**src/rtl/fetch_unit_if.sv**
```systemverilog
// fetch_unit_if: every signal fetch_unit exchanges with its neighbours.
//   PC side     : pc_addr in; pc_nxt / pc_load / pc_ld_addr out
//   ROM side    : rom_req / rom_addr out; rom_ack / rom_data in
//   Decode side : ir / ir_pc / ir_valid out; ir_ready in
//   Execute side: redirect / redirect_addr in
//   Debug       : dbg_state out (current fetch FSM state)
// master = fetch_unit, slave = surrounding logic (PC, ROM, decode, execute).
//
// Handshake semantics:
//   Decode: an instruction transfers on a posedge where ir_valid && ir_ready.
//   ir_valid is held with ir/ir_pc stable until that transfer or a redirect.
//   ROM: rom_req with rom_addr is held stable until a posedge with rom_ack=1;
//   rom_data is meaningful only while rom_ack=1.
interface fetch_unit_if #(
    parameter int AW = 16,
    parameter int DW = 16
);
    logic [AW-1:0] pc_addr;
    logic          pc_nxt;
    logic          pc_load;
    logic [AW-1:0] pc_ld_addr;

    logic          rom_req;
    logic [AW-1:0] rom_addr;
    logic          rom_ack;
    logic [DW-1:0] rom_data;

    logic [DW-1:0] ir;
    logic [AW-1:0] ir_pc;
    logic          ir_valid;
    logic          ir_ready;

    logic          redirect;
    logic [AW-1:0] redirect_addr;

    logic [2:0]    dbg_state;

    modport master (
        input  pc_addr, rom_ack, rom_data, ir_ready, redirect, redirect_addr,
        output pc_nxt, pc_load, pc_ld_addr, rom_req, rom_addr,
               ir, ir_pc, ir_valid, dbg_state
    );

    modport slave (
        output pc_addr, rom_ack, rom_data, ir_ready, redirect, redirect_addr,
        input  pc_nxt, pc_load, pc_ld_addr, rom_req, rom_addr,
               ir, ir_pc, ir_valid, dbg_state
    );
endinterface

```
**src/rtl/fetch_unit.sv**
```systemverilog
// fetch_unit: instruction fetch stage between the PC and decode.
// Samples pc_addr, reads the instruction ROM with a req/ack handshake,
// and presents the word to decode in ir with a valid/ready handshake.
// A one-entry skid buffer absorbs a fetch that completes while decode
// is stalled. Drives the PC's advance (pc_nxt) and load (pc_load) strobes.
// Ports:
//   clk   - system clock, all state updates on posedge
//   rst_n - asynchronous active-low reset
//   bus   - fetch_unit_if.master (PC, ROM, decode, redirect, debug state)
// All outputs are registered.
module fetch_unit #(
    parameter int AW = 16,
    parameter int DW = 16
) (
    input  logic         clk,
    input  logic         rst_n,
    fetch_unit_if.master bus
);

    localparam logic [2:0] ST_IDLE  = 3'd0;
    localparam logic [2:0] ST_REQ   = 3'd1;
    localparam logic [2:0] ST_STEP  = 3'd2;
    localparam logic [2:0] ST_STALL = 3'd3;
    localparam logic [2:0] ST_LOAD  = 3'd4;
    localparam logic [2:0] ST_FLUSH = 3'd5;

    logic [2:0]    state_q;
    logic          pc_nxt_q;
    logic          pc_load_q;
    logic [AW-1:0] pc_ld_addr_q;
    logic          rom_req_q;
    logic [AW-1:0] rom_addr_q;
    logic [DW-1:0] ir_q;
    logic [AW-1:0] ir_pc_q;
    logic          ir_valid_q;
    logic          sk_valid_q;
    logic [DW-1:0] sk_data_q;
    logic [AW-1:0] sk_pc_q;

    logic          consume;

    always_comb begin
        consume = ir_valid_q && bus.ir_ready;
    end

    always_ff @(posedge clk or negedge rst_n) begin
        if (!rst_n) begin
            state_q      <= ST_IDLE;
            pc_nxt_q     <= 1'b0;
            pc_load_q    <= 1'b0;
            pc_ld_addr_q <= '0;
            rom_req_q    <= 1'b0;
            rom_addr_q   <= '0;
            ir_q         <= '0;
            ir_pc_q      <= '0;
            ir_valid_q   <= 1'b0;
            sk_valid_q   <= 1'b0;
            sk_data_q    <= '0;
            sk_pc_q      <= '0;
        end else begin
            // PC strobes are single-cycle pulses unless re-armed below.
            pc_nxt_q  <= 1'b0;
            pc_load_q <= 1'b0;

            if (state_q == ST_IDLE) begin
                // IDLE never looks at rom_ack, so a stray ack left over
                // from before reset is dropped here.
                state_q    <= ST_REQ;
                rom_req_q  <= 1'b1;
                rom_addr_q <= bus.pc_addr;
            end else if (bus.redirect) begin
                // Redirect beats every other event: the pipeline contents
                // and any word acked this cycle are stale.
                pc_load_q    <= 1'b1;
                pc_ld_addr_q <= bus.redirect_addr;
                ir_valid_q   <= 1'b0;
                sk_valid_q   <= 1'b0;
                if ((state_q == ST_REQ || state_q == ST_FLUSH) && !bus.rom_ack) begin
                    // A read is still outstanding; keep the request
                    // (same address) up until the ROM acks it.
                    state_q <= ST_FLUSH;
                end else begin
                    state_q   <= ST_LOAD;
                    rom_req_q <= 1'b0;
                end
            end else begin
                if (consume) begin
                    if (sk_valid_q) begin
                        ir_q       <= sk_data_q;
                        ir_pc_q    <= sk_pc_q;
                        sk_valid_q <= 1'b0;
                    end else begin
                        // Overridden below if a new word lands this cycle.
                        ir_valid_q <= 1'b0;
                    end
                end

                case (state_q)
                    ST_REQ: begin
                        if (bus.rom_ack) begin
                            if (!ir_valid_q || (consume && !sk_valid_q)) begin
                                ir_q       <= bus.rom_data;
                                ir_pc_q    <= rom_addr_q;
                                ir_valid_q <= 1'b1;
                            end else begin
                                sk_data_q  <= bus.rom_data;
                                sk_pc_q    <= rom_addr_q;
                                sk_valid_q <= 1'b1;
                            end
                            pc_nxt_q  <= 1'b1;
                            rom_req_q <= 1'b0;
                            state_q   <= ST_STEP;
                        end
                    end
                    ST_STEP: begin
                        // The PC advanced at the negedge inside this cycle,
                        // so pc_addr already holds the next address.
                        if (sk_valid_q && !consume) begin
                            state_q <= ST_STALL;
                        end else begin
                            state_q    <= ST_REQ;
                            rom_req_q  <= 1'b1;
                            rom_addr_q <= bus.pc_addr;
                        end
                    end
                    ST_STALL: begin
                        if (consume) begin
                            state_q    <= ST_REQ;
                            rom_req_q  <= 1'b1;
                            rom_addr_q <= bus.pc_addr;
                        end
                    end
                    ST_LOAD: begin
                        state_q    <= ST_REQ;
                        rom_req_q  <= 1'b1;
                        rom_addr_q <= bus.pc_addr;
                    end
                    ST_FLUSH: begin
                        if (bus.rom_ack) begin
                            state_q   <= ST_LOAD;
                            rom_req_q <= 1'b0;
                        end
                    end
                    default: begin
                        state_q   <= ST_IDLE;
                        rom_req_q <= 1'b0;
                    end
                endcase
            end
        end
    end

    assign bus.pc_nxt     = pc_nxt_q;
    assign bus.pc_load    = pc_load_q;
    assign bus.pc_ld_addr = pc_ld_addr_q;
    assign bus.rom_req    = rom_req_q;
    assign bus.rom_addr   = rom_addr_q;
    assign bus.ir         = ir_q;
    assign bus.ir_pc      = ir_pc_q;
    assign bus.ir_valid   = ir_valid_q;
    assign bus.dbg_state  = state_q;

endmodule

```
**src/flat_wrapper.sv**
```systemverilog
// flat-port wrapper written by rule: the top's interface ports become plain ports
module fetch_unit_flat 
#(
    parameter int AW = 16,
    parameter int DW = 16
)
  (clk, rst_n, bus_pc_addr, bus_rom_ack, bus_rom_data, bus_ir_ready, bus_redirect, bus_redirect_addr, bus_pc_nxt, bus_pc_load, bus_pc_ld_addr, bus_rom_req, bus_rom_addr, bus_ir, bus_ir_pc, bus_ir_valid, bus_dbg_state);
  fetch_unit_if #(.AW(AW), .DW(DW)) bus_i ();
  input  logic clk;
  input  logic rst_n;
  input wire logic [$bits(bus_i.pc_addr)-1:0] bus_pc_addr;
  input wire logic [$bits(bus_i.rom_ack)-1:0] bus_rom_ack;
  input wire logic [$bits(bus_i.rom_data)-1:0] bus_rom_data;
  input wire logic [$bits(bus_i.ir_ready)-1:0] bus_ir_ready;
  input wire logic [$bits(bus_i.redirect)-1:0] bus_redirect;
  input wire logic [$bits(bus_i.redirect_addr)-1:0] bus_redirect_addr;
  output wire logic [$bits(bus_i.pc_nxt)-1:0] bus_pc_nxt;
  output wire logic [$bits(bus_i.pc_load)-1:0] bus_pc_load;
  output wire logic [$bits(bus_i.pc_ld_addr)-1:0] bus_pc_ld_addr;
  output wire logic [$bits(bus_i.rom_req)-1:0] bus_rom_req;
  output wire logic [$bits(bus_i.rom_addr)-1:0] bus_rom_addr;
  output wire logic [$bits(bus_i.ir)-1:0] bus_ir;
  output wire logic [$bits(bus_i.ir_pc)-1:0] bus_ir_pc;
  output wire logic [$bits(bus_i.ir_valid)-1:0] bus_ir_valid;
  output wire logic [$bits(bus_i.dbg_state)-1:0] bus_dbg_state;
  assign bus_i.pc_addr = bus_pc_addr;
  assign bus_i.rom_ack = bus_rom_ack;
  assign bus_i.rom_data = bus_rom_data;
  assign bus_i.ir_ready = bus_ir_ready;
  assign bus_i.redirect = bus_redirect;
  assign bus_i.redirect_addr = bus_redirect_addr;
  assign bus_pc_nxt = bus_i.pc_nxt;
  assign bus_pc_load = bus_i.pc_load;
  assign bus_pc_ld_addr = bus_i.pc_ld_addr;
  assign bus_rom_req = bus_i.rom_req;
  assign bus_rom_addr = bus_i.rom_addr;
  assign bus_ir = bus_i.ir;
  assign bus_ir_pc = bus_i.ir_pc;
  assign bus_ir_valid = bus_i.ir_valid;
  assign bus_dbg_state = bus_i.dbg_state;
  fetch_unit #(.AW(AW), .DW(DW)) u_core (.clk(clk), .rst_n(rst_n), .bus(bus_i));
endmodule
```
**config.mk**
```make
export PLATFORM = sky130hd
export DESIGN_NAME = fetch_unit_flat
export DESIGN_NICKNAME = d
export VERILOG_FILES = /design/src/rtl/fetch_unit_if.sv /design/src/rtl/fetch_unit.sv /design/src/flat_wrapper.sv
export SDC_FILE = /design/constraint.sdc
export NUM_CORES = 1
export LEC_CHECK = 0
export CORE_MARGIN = 10
export CORE_UTILIZATION = 30
export DETAILED_ROUTE_END_ITERATION = 10
export MAX_ROUTING_LAYER = met4
export PLACE_DENSITY_LB_ADDON = 0.3
export SLEW_MARGIN = 10
export SYNTH_ARGS = -nofsm -noshare
export SYNTH_HDL_FRONTEND = slang
export SYNTH_SLANG_ARGS = --single-unit
export TNS_END_PERCENT = 20
```
**constraint.sdc**
```tcl
create_clock -name clk -period 2 [get_ports clk]
set_input_delay 0.3 -clock clk [delete_from_list [all_inputs] [get_ports clk]]
set_output_delay 0.3 -clock clk [all_outputs]
set_load 0.1 [all_outputs]
```
* Yosys cells after proc, flatten, opt, wreduce, memory -nomap -nowiden
Index checks and enable logic that the tools add are counted.
** Storage, ports and cells
- Register bits :: 104
- Word-level logic and storage cells :: 95
** Operators by class
- Equality and inequality tests :: 14
- Reductions and logical operators :: 19
- Bitwise operators :: 3
- Mux-type cells :: 47
** Operator list (count)
- 16-bit two-way mux :: 14
- 16-bit one-hot mux with 3 select lines :: 1
- 1-bit two-way mux :: 24
- 3-bit two-way mux :: 5
- 3-bit one-hot mux with 5 select lines :: 1
- 4-bit by 3-bit != test with 1-bit output (second input constant) :: 3
- 4-bit AND reduction :: 2
- 3-bit by 2-bit == test with 1-bit output (second input constant) :: 2
- 3-bit == test (second input constant) :: 2
- 3-bit by 2-bit != test with 1-bit output (second input constant) :: 2
- 5-bit AND reduction :: 1
- 1-bit logical AND :: 4
- 1-bit zero test :: 4
- 4-bit by 1-bit != test with 1-bit output (second input constant) :: 1
- 4-bit by 2-bit != test with 1-bit output (second input constant) :: 1
- 1-bit one-hot mux with 4 select lines :: 1
- 2-bit AND reduction :: 2
- 4-bit nonzero test :: 1
- 3-bit by 1-bit == test with 1-bit output (second input constant) :: 1
- 3-bit zero test :: 1
- 3-bit by 1-bit != test with 1-bit output (second input constant) :: 1
- 1-bit inverter :: 3
- 3-bit AND reduction :: 1
- 1-bit logical OR :: 2
- 3 further kinds :: 3

* Logic depth before layout (Yosys ltp)
- Depth after elaboration :: 7
- Mapped depth :: 7
- Mapped depth without buffers :: 5

* Worst setup path before layout
OpenSTA, ideal clock, no wires.
- Path kind :: register to register
- Start :: register u_core.state_q[0] (netlist: u_core.bus.dbg_state[0])
- End :: register u_core.ir_q[10] (netlist: u_core.bus.ir[10])
- Setup slack :: -432 ps
- Cell stages (with the launch flop) :: 7
- Path buffers :: 2
- Data arrival time :: 2306 ps
- Clock period less this slack :: 2432 ps
- Library setup time :: 126 ps
- Cells stage by stage :: dfrtp_1 buf_2 nand4bb_4 a2111oi_4 buf_6 nor2b_1 a221o_1
** Between the ends
- Word-level cells in the longest chain between the ends :: 3
** Ends and longest elaborated chain
- start, declared :: RTL line fetch_unit.sv:27 : logic [2:0] state_q;
- start signal, assigned :: RTL line fetch_unit.sv:48 : state_q <= ST_IDLE;
- start signal, assigned :: RTL line fetch_unit.sv:68 : state_q <= ST_REQ;
- start signal, assigned :: RTL line fetch_unit.sv:81 : state_q <= ST_FLUSH;
- 3-bit zero test :: RTL line fetch_unit.sv:65 : if (state_q == ST_IDLE) begin
- 1-bit inverter (no source line)
- 2-bit AND reduction (no source line)
- end signal, assigned :: RTL line fetch_unit.sv:89 : ir_q <= sk_data_q;
- end signal, assigned :: RTL line fetch_unit.sv:102 : ir_q <= bus.rom_data;
- end, declared :: RTL line fetch_unit.sv:33 : logic [DW-1:0] ir_q;
Parallel ways exist; a longest one is shown, timed or not.
A chain may end at the register's enable or synchronous reset.

* Worst setup path after layout
- Start :: register u_core.state_q[1] (netlist: u_core.bus.dbg_state[1])
- End :: register u_core.ir_q[15] (netlist: u_core.bus.ir[15])
The elaborated chain is that of the path after synthesis.

==> results.sh <==
export IMPL_drc=0
export IMPL_syn_area_per_cell_um2=14.7
export IMPL_max_freq_ghz=0.515
export IMPL_arrival_ns=2.16
export IMPL_instances_no_fill=608
export IMPL_crit_path_end_kind="register"
export IMPL_worst_clock_skew_ns=0.00816
export IMPL_clockBufferDepth=2
export IMPL_layout_common_cells="100 x dfrtp_1, 81 x buf_4, 51 x clkdlybuf4s50_1, 50 x mux2_1, 34 x nor2b_1"
export IMPL_hold_slack_ns=0.413
export IMPL_cp_start_kind="register"
export IMPL_synthDistinctLibCells=31
export IMPL_async_flop_share=1.00
export IMPL_crit_family="compound AO/OA/AOI/OAI gates"
export IMPL_path_depth=5
export IMPL_wl_mm=10.9
export IMPL_dp_cells=593
export IMPL_cts_tree="yes"
export IMPL_synth_seq_area_share=0.609
export IMPL_syn_inst=291
export IMPL_worst_slew_pin_slew_ns=0.459
export IMPL_syn_area_um2=4270
export IMPL_reg2reg_from="u_core.bus.dbg_state[1]"
export IMPL_finalSetupViolations=0
export IMPL_synth_edf_count=0
export IMPL_via_per_inst=4.77
export IMPL_grt_pass1_wl_mm=17.3
export IMPL_synth_ff_type="dfrtp_1"
export IMPL_slew_viol_final=0
export IMPL_relSlewSlack=0.692
export IMPL_antenna_found_initial=0
export IMPL_clk_latency_ns=0.35
export IMPL_area_growth_pct=39.5
export IMPL_min_period_ns=1.94
export IMPL_period_share=0.972
export IMPL_root_buffer="clkbuf_16"
export IMPL_clock_sinks=104
export IMPL_rr_worst_depth=5
export IMPL_ant_nets=0
export IMPL_num_antenna_cells=0
export IMPL_grt_max_degree=56
export IMPL_clk_pin_slew_ns=0.06
export IMPL_required_ns=2.22
export IMPL_post_place_ws_ns=-0.409
export IMPL_worst_path_max_delay_cell="dfrtp_4"
export IMPL_crit_fanout=32
export IMPL_cap_violations=0
export IMPL_finalWorstSetupSlack_ns=0.0569
export IMPL_rows=43
export IMPL_fillCellCount=1275
export IMPL_cts_htree_levels=3
export IMPL_routabilityCongestion=0.778
export IMPL_gr_total_overflow=0
export IMPL_layout_drive_gt1_share=0.306
export IMPL_crit_buf_inv=1
export IMPL_die_y_um=139
export IMPL_hpwl_mm=7.57
export IMPL_crit_type="reg -> reg"
export IMPL_coreArea_um2=13900
export IMPL_status="completed"
export IMPL_slowest_delay_ns=0.53
export IMPL_hp_class="in -> async"
export IMPL_r2r_slack_ns=0.06
export IMPL_cts_buffers=9
export IMPL_final_nets=479
export IMPL_first_pass_iters=4
export IMPL_final_common_cell="dfrtp_1"
export IMPL_crit_end="u_core.bus.ir[15]"
export IMPL_port_buffers=123
export IMPL_num_vias=2900
export IMPL_worst_r2r_endpoint="u_core.bus.ir[15]"
export IMPL_io_pins=124
export IMPL_die_width_um=139
export IMPL_drtIter0Drc=178
export IMPL_synth_seq_cells=104
export IMPL_grt_pass1_vias=3139
export IMPL_syn_num_nets=344
export IMPL_ys_warn_count=0
export IMPL_crit_chain="nand4bb_4 > a2111oi_4 > buf_12 > nor2b_1 > a221o_1"
export IMPL_hold_violations=0
export IMPL_grt_util_all_layers=0.115
export IMPL_cp_startpoint="u_core.bus.dbg_state[1]"
export IMPL_die_area_um2=19400
export IMPL_drt_wirelength_per_cell_um=17.9
export IMPL_start_util=0.307
export IMPL_rsz0062_at_grt="yes"
==> what timing repair did <==
action	CTS	global route
hold buffers	1	0
gates cloned	0	0
endpoints found under the setup margin	20	6
resized for setup	0	0
buffers inserted	1	0
hold endpoints to repair	23	0
pin swaps	2	0
==> Yosys cell counts (3+ instances only) <==
library cell    n  area share
inv_1           4      0.0035
buf_2           6      0.0070
mux2_2         14       0.037
buf_6           6       0.016
a221o_1        32       0.075
nand2_1         6      0.0053
a21oi_1         6      0.0070
o21ai_0         5      0.0059
clkbuf_1        3      0.0026
nor2b_1        34       0.050
mux2_1         50        0.13
dfrtp_1       104        0.61
==> kinds of logic after synthesis <==
| family | synth area share |
|---|---|
| flops | 0.609 |
| buf+inv | 0.0334 |
| mux | 0.169 |
| compound gates | 0.102 |
| simple gates | 0.0873 |
==> state kept, by name, indices dropped and copies added, names as in the netlist, 3 cells and up <==
name / flops
u_core.bus.ir: 16
u_core.bus.ir_pc: 16
u_core.bus.pc_ld_addr: 16
u_core.bus.rom_addr: 16
u_core.sk_data_q: 16
u_core.sk_pc_q: 16
u_core.bus.dbg_state: 3
==> worst min-delay path by stage <==
| stage | startpoint | endpoint | slack, ns | depth (start not counted) |
|---|---|---|---|---|
| final | rst_n | u_core.bus.pc_load | 0.41 | 2 |
| after global routing | rst_n | u_core.bus.pc_ld_addr[13] | 0.45 | 2 |
| after CTS | rst_n | u_core.bus.pc_load | 0.41 | 2 |
| after detailed placement | rst_n | u_core.bus.pc_load | 0.25 | 1 |
| after global placement | rst_n | u_core.bus.pc_load | 0.24 | 1 |
| after floorplan | rst_n | u_core.bus.ir[0] | 0.004 | 0 |
==> stage by stage <==
stage | area (um2) | util | setup TNS, ns
floorplan | 4290 | - | -0.453
global placement | 5660 | 0.406 | -13.57
detailed placement | 5660 | 0.406 | -17.33
CTS | 5960 | 0.428 | 0
global route | 5960 | 0.428 | -0.0240
finish | 5960 | 0.428 | 0
==> area by class of cell <==
cell class,count,area [um2],share of cell area
sequential,104,2620,0.439
timing repair buffer,141,1290,0.216
tap,180,225,0.0378
clock buffer,11,233,0.0390
inverter,5,18.8,0.00315
clock inverter,2,35.0,0.00588
multi-input combinational,165,1550,0.259
==> metal layers <==
layer | up-vias | GRT usage | routed length (um)
met3 | 15 | 0.0354 | 672
met5 | - | - | 0
li1 | 1334 | - | -
met2 | 100 | 0.173 | 4990
met4 | 0 | 0.0494 | 224
met1 | 1451 | 0.140 | 4990
Power is left out: the tool's default activity adds up to more than one toggle a clock period on the data nets, which glitch-free logic cannot reach.
==> RTL edit (config.mk and constraints unchanged) <==
Make the reset (`rst_n`) synchronous in one clocked block. Comments in the files are not updated.
--- a/src/rtl/fetch_unit.sv
+++ b/src/rtl/fetch_unit.sv
@@ -45,3 +45,3 @@
 
-    always_ff @(posedge clk or negedge rst_n) begin
+    always_ff @(posedge clk) begin
         if (!rst_n) begin
Behaviour: differs if rst_n is asserted again (counterexample within 4 cycles, from zero or initial values and one cycle with rst_n low); with rst_n held inactive, the same outputs for 4 cycles.
==> RTL edit against the original RTL <==
  * Clock skew fell by 0.0014 ns
  * Final area fell by 4.1%
  * Sequential cell count did not move
  * Synthesized area fell by 2.5%
  * Setup slack improved by 0.13 ns
  * Critical path depth did not move
  * Final cell count rose by 32%
  * Maximum frequency rose by 7.4%
  * Routed wire length rose by 5.7%
  * Via count rose by 28%
  * Die area fell by 2.1%
  * Critical endpoint is now u_core.bus.ir_pc[3]$_SDFFE_PN0N_
==> RTL edit: results (changes against the original RTL) <==
metric,value,unit,change
p_leak,0.00216,µW,
ir_drop,532,µV,
met1Wirelength,5.21,mm,+4.4%
first_pass_iters,4,,unchanged
drt_iter0_drc,179,,+0.56%
ys_top_cells_by_area,"dfxtp_1 50%, nand2_1 18%, a21boi_0 9.0%",,
gp_congestion,0.816,,+4.8%
synth_seq_area_share,50.0,%,-11 points
root_buffer,clkbuf_16,,
wl_met2,5.30,mm,+6.2%
hold_path_class,flop to flop,,
clock_latency,0.34,ns,
drive_gt1_share,16.9,%,-14 points
skew,0.00678,ns,-0.00138 ns
synthArstFlopShare,0,%,-100 points
io_buffers,123,,unchanged
vias,3725,,+28%
ys.flop_type,dfxtp_1,,
cts_setup_buffers,0,,-1
cts_buffer_depth,2,,unchanged
clk_pin_slew,0.07,ns,
cts_max_level,3,,unchanged
synth.distinct_cells,28,,-9.7%
ys_top_cells_by_count,"196 x nand2_1, 104 x dfxtp_1, 50 x a21boi_0",,
crit_arrival,2.07,ns,-0.09 ns
syn_nets,564,,+64%
relSlewSlack,61.9,%,-7.4 points
cts_resized,0,,unchanged
fin_nets,674,,+41%
grt_max_degree,65,,+16%
n_antenna_cell,0,,unchanged
setup_tns,0,ns,unchanged
status,finished clean,,
pre_cts_ws,-0.0989,ns,+0.310 ns
dpl.hpwl,7.87,mm,+4.0%
grt_pass1_vias,3589,,+14%
path_max_fanout,64,,+100%
synth.yosys.warnings,0,,unchanged
routed.top_layer,met4,,
grt_pass1_wl,18.1,mm,+4.7%
wl,11.5,mm,+5.7%
fill_cells,1382,,+8.4%
cts_buffers,9,,unchanged
met3WireLength,851,µm,+27%
antenna_found_initial,0,,unchanged
max_cap_violations,0,,unchanged
grtUsageTotal,12.2,%,+0.70 points
-- RTL edit: cell types whose count changed in the layout (fill, tap and decap cells not counted), sizes merged, moves of 33 or more --
cell,change
nand2,+189
dfrtp,-104
dfxtp,+104
mux2,-64
a21boi,+50
a31oi,+33
-- RTL edit: critical path, stage by stage (launching register included) --
cell	delay [ns]
dfxtp_2	0.39
nand4bb_1	0.31
a2111oi_4	0.42
buf_12	0.29
o21ai_0	0.11
a31oi_1	0.18
-- RTL edit: power breakdown --
part           total [µW]  internal (µW)  switching (µW)  leakage (µW)
logic                1160            323             836       0.00119
registers            2230           2150            71.1      0.000848
clock network        1530            820             711      0.000121
-- RTL edit: final timing paths --
| path | from | endpoint | slack (ns) | cells after the start |
|---|---|---|---|---|
| worst min-delay path | u_core.sk_pc_q[14]$_SDFFE_PN0P_ | u_core.sk_pc_q[14]$_SDFFE_PN0P_ | 0.46 | 2 |
| worst max register to register | u_core.bus.dbg_state[1]$_SDFFE_PP0P_ | u_core.bus.ir_pc[3]$_SDFFE_PN0N_ | 0.19 | 5 |
| worst min register to register | u_core.sk_pc_q[14]$_SDFFE_PN0P_ | u_core.sk_pc_q[14]$_SDFFE_PN0P_ | 0.46 | 2 |
| worst max-delay path | u_core.bus.dbg_state[1]$_SDFFE_PP0P_ | u_core.bus.ir_pc[3]$_SDFFE_PN0N_ | 0.19 | 5 |
-- RTL edit: per-stage QoR --
| stage | cells | area (µm²) |
|---|---|---|
| finish | 803 | 5720 |
| detailed placement | 790 | 5470 |
| global route | 803 | 5720 |
| floorplan | 511 | 4180 |
| CTS | 803 | 5720 |
| global placement | 790 | 5470 |
-- RTL edit: logic make-up (layout without fill, tap and decap cells) --
| logic type | Yosys count | after routing | share of synthesized area, % |
|---|---|---|---|
| simple gates | 218 | 218 | 21.0 |
| compound gates | 131 | 131 | 20.5 |
| flops | 104 | 104 | 50.0 |
| buf+inv | 42 | 154 | 4.65 |
| mux | 16 | 16 | 3.84 |
-- RTL edit: layout make-up --
type                    instances  share of cell area [%]
inverters                       2                   0.131
multi-input cells             365                    33.3
clock buffers                  11                    4.07
flip-flops and latches        104                    36.6
repair buffers                139                    21.8
well taps                     180                    3.94
clock inverters                 2                   0.175
-- RTL edit: routing by layer --
layer	global-route usage [%]	up-vias
met5	-	-
li1	-	1935
met3	4.82	12
met1	14.3	1677
met2	19.1	101
met4	3.48	0
